--- src/rtl/faultify_pkg.sv ---
// Shared types, default sizes and the saturating-increment helper for the Faultify result checker.
package faultify_pkg;

    typedef enum logic [1:0] {
        StIdle,
        StRun,
        StDone
    } stateT;

    localparam int unsigned RESULT_WIDTH_DEF = 41;
    localparam int unsigned READY_BIT_DEF    = 32;
    localparam int unsigned CNT_WIDTH_DEF    = 32;

    // Width-generic: callers zero-extend into 64 bits and truncate the result back.
    function automatic logic [63:0] satInc(input logic [63:0] value, input int unsigned width);
        logic [63:0] maxVal;
        maxVal = (width >= 64) ? '1 : ((64'd1 << width) - 64'd1);
        return (value == maxVal) ? value : value + 64'd1;
    endfunction

endpackage

--- src/rtl/faultify_sat_counter.sv ---
// Parameterized-width counter with synchronous clear and an increment that saturates at all-ones.
module faultify_sat_counter
    import faultify_pkg::*;
#(
    parameter int unsigned WIDTH = 16
) (
    input  logic             clk,
    input  logic             rst,
    input  logic             clr_i,
    input  logic             inc_i,
    output logic [WIDTH-1:0] cnt_o
);

    logic [WIDTH-1:0] cntQ, cntD;

    always_comb begin
        cntD = cntQ;
        if (clr_i) begin
            cntD = '0;
        end else if (inc_i) begin
            cntD = WIDTH'(satInc(64'(cntQ), WIDTH));
        end
    end

    always_ff @(posedge clk) begin
        if (rst) begin
            cntQ <= '0;
        end else begin
            cntQ <= cntD;
        end
    end

    assign cnt_o = cntQ;

endmodule

--- config.mk ---
export PLATFORM = sky130hd
export DESIGN_NAME = faultify_sat_counter
export DESIGN_NICKNAME = d
export VERILOG_FILES = /design/src/rtl/faultify_pkg.sv /design/src/rtl/faultify_sat_counter.sv
export SDC_FILE = /design/constraint.sdc
export NUM_CORES = 1
export LEC_CHECK = 0
export CAP_MARGIN = 10
export CORE_MARGIN = 2
export CORE_UTILIZATION = 51
export CTS_CLUSTER_DIAMETER = 200
export DETAILED_ROUTE_END_ITERATION = 8
export PLACE_DENSITY = 0.79
export SETUP_SLACK_MARGIN = 0.02
export SLEW_MARGIN = 20
export SYNTH_ARGS = -nofsm -noshare
export SYNTH_HDL_FRONTEND = slang
export SYNTH_SLANG_ARGS = --single-unit
--- constraint.sdc ---
create_clock -name clk -period 2.9 [get_ports clk]
set_clock_uncertainty 0.1 [all_clocks]
set_input_delay 0.58 -clock clk [delete_from_list [all_inputs] [get_ports clk]]
set_output_delay 0.58 -clock clk [all_outputs]
set_load 0.02 [all_outputs]
==> results by group <==
Outcome
  • Outcome: finished clean

Critical path
  • Slowest CP cell: clkdlybuf4s50_1
  • Crit-path max FO: 9
  • Worst Setup End Kind: output pin
  • Critical path cell sequence: clkdlybuf4s50_1
  • Worst reg2reg startpoint: cnt_o[0]$_SDFFE_PP0P_
  • Top delay family on crit path: buffers and inverters
  • Worst Path Arrival: 1430 ps
  • Cell depth of the worst flop-to-flop path: 5
  • FF-to-FF End: cnt_o[9]$_SDFFE_PP0P_
  • Crit path buf inv count: 1
  • Setup CP Type: flip-flop to output pin
  • Startpoint Class: flip-flop
  • FF-to-FF setup slack: 910 ps
  • CP required: 2220 ps
  • CP peak stage delay: 660 ps

Place
  • Post-DP HPWL: 1460 um
  • RePlAce Congestion: 0.802
  • Number of buffers added on ports: 19

Floorplanning
  • Initial Util: 0.548
  • Die W: 44.5 um
  • Row cnt: 14
  • IO Pins: 20
  • Core Box Area: 1520 um^2
  • Total die area: 1980 um^2
  • Die Ht: 44.5 um

Drt
  • Initial DRC count: 30
  • Final wirelength: 2010 um
  • Routed Antenna Nets: 0
  • Vias/cell: 6.57
  • Via Count: 887
  • DRC errors left: 0
  • First drt pass iteration count: 4
  • WL/cell: 14.9 um

Hold path
  • Worst hold path startpoint: cnt_o[15]$_SDFFE_PP0P_
  • Hold/Removal Path Class: flip-flop to flip-flop
  • Worst hold path depth: 2
  • Hold Path End: cnt_o[15]$_SDFFE_PP0P_

Synth
  • Async set-reset flop share out of synthesis: 0
  • Top cell type's share of synthesized area: 0.384
  • Most used DFF post-synth: dfxtp_1
  • Yosys top cell by area: dfxtp_1
  • Cells after Synth: 98
  • Ys Warns: 0
  • Post-synth top cells: dfxtp_1, nand2_1, and4_1
  • Distinct cells, synth: 31
  • Synthesized area: 835 um^2
  • FF+latch count, synth: 16
  • Syn nets: 103
  • Area contributors post-synth: dfxtp_1, and4_1, nand2_1
  • Most numerous cell in the Yosys netlist: dfxtp_1
  • Post-synthesis sequential area ratio: 0.384
  • Avg Inst Size Synth: 8.52 um^2
  • Number of synthesized flops with an enable pin: 0

Clock tree
  • CTS tree: done
  • Setup Buffers After CTS: 0
  • Clock-pin slew on the worst setup and hold paths: 90 ps
  • Total CTS buffers: 3
  • Root buffer cell: clkbuf_4
  • Clk_lat worst skew: 290 ps
  • Cts repair resizes: 0
  • Number of H-tree levels: 1
  • Clock tree buffer depth: 2
  • Clock sinks: 16
  • CTS Hold Bufs: 0

Timing
  • Fin crit period: 2110 ps
  • Fin Setup TNS: 0 ps
  • F_max: 474 MHz
  • Setup violators final: 0
  • Slew Limit Fails: 0
  • Final Cycle Share: 0.728
  • RSZ-0062 raised after global routing: false
  • Final Hold Vio Count: 0
  • Worst-margin pin slew: 620 ps
  • Slew headroom: 0.581

Global route
  • Vias in the first global route: 680
  • Initial antenna violation count: 0
  • Global route overflow: 0
  • Pin count of the biggest net entering global routing: 11
  • Total GRT Usage: 0.223
  • First-pass GRT wire length: 3190 um

Cells and area
  • Area of the multi-input gates: 502 um^2
  • P&R area growth vs syn: 28.5%
  • Fraction of layout instances using a drive strength above 1: 0.0588
  • Nets: 125
  • Max FFs per register: 16
  • Ant. Diodes: 0
  • FF+latch area: 320 um^2
  • Fillcell total: 122

Power and ir drop
  • Worst vdd ir: 0.218 mV
  • PD cells: 361 nW/um^2
  • Post-route total power: 0.000387 W
  • Leakage power: 0.365 nW

Job
  • Max-cap violations: 0
## power breakdown
group	switching, W	internal (W)	total (W)
clock network	0.0000716	0.0000765	0.000148
registers	0.00000105	0.000221	0.000222
logic	0.00000919	0.00000781	0.0000170
total	0.0000819	0.000305	0.000387
## layout by cell type (no fill, tap or decap), drive strengths merged, types with 4 or more instances in the layout
master,n
a21oi,6
a31oi,5
and4,9
clkbuf,4
clkdlybuf4s50,19
dfxtp,16
nand2,10
nand3,5
nand4,4
nor2,6
o21ai,7
or3,4
## logic make-up after synthesis
group,count (synthesis),share of synthesized area
DFF,16,0.384
and+or+nand+nor,50,0.369
AOI/OAI and AO/OA,26,0.195
xor gates and xnor gates,1,0.0105
muxes,1,0.0120
adders and majority gates,1,0.0150
buffers and inverters,3,0.0150
## cell type report
cell class / count / share of cell area
repair buffers: 19 / 0.177
multi-input cells: 79 / 0.468
well taps: 16 / 0.0187
flip-flops and latches: 16 / 0.299
clock buffers: 4 / 0.0338
inverters: 1 / 0.00350
## worst max-delay path by stage
stage	from	end	slack, ps	cells after the start
global route	cnt_o[6]$_SDFFE_PP0P_	cnt_o[6]	730	1
global placement	inc_i	cnt_o[13]$_SDFFE_PP0P_	670	5
detailed placement	inc_i	cnt_o[7]$_SDFFE_PP0P_	600	5
CTS	cnt_o[3]$_SDFFE_PP0P_	cnt_o[3]	790	1
floorplan	cnt_o[0]$_SDFFE_PP0P_	cnt_o[9]$_SDFFE_PP0P_	980	6
finish	cnt_o[7]$_SDFFE_PP0P_	cnt_o[7]	790	1
## routing by layer
| metal | GRT usage | wire, um | vias up |
|---|---|---|---|
| met3 | 0.0367 | 151 | 5 |
| li1 | - | - | 435 |
| met2 | 0.318 | 895 | 40 |
| met4 | 0.109 | 37 | 0 |
| met5 | 0 | 0 | - |
| met1 | 0.323 | 930 | 407 |
## per-stage QoR
stage	area, um^2	util	cells	hold WS (ps)	setup WS [ps]
global route	1070	0.704	135	443	728
CTS	1070	0.704	135	416	787
global placement	1040	0.680	131	388	669
finish	1070	0.704	135	411	789
floorplan	835	-	98	470	982
detailed placement	1040	0.680	131	402	600
No activity file was read; power rests on OpenSTA's default activity.
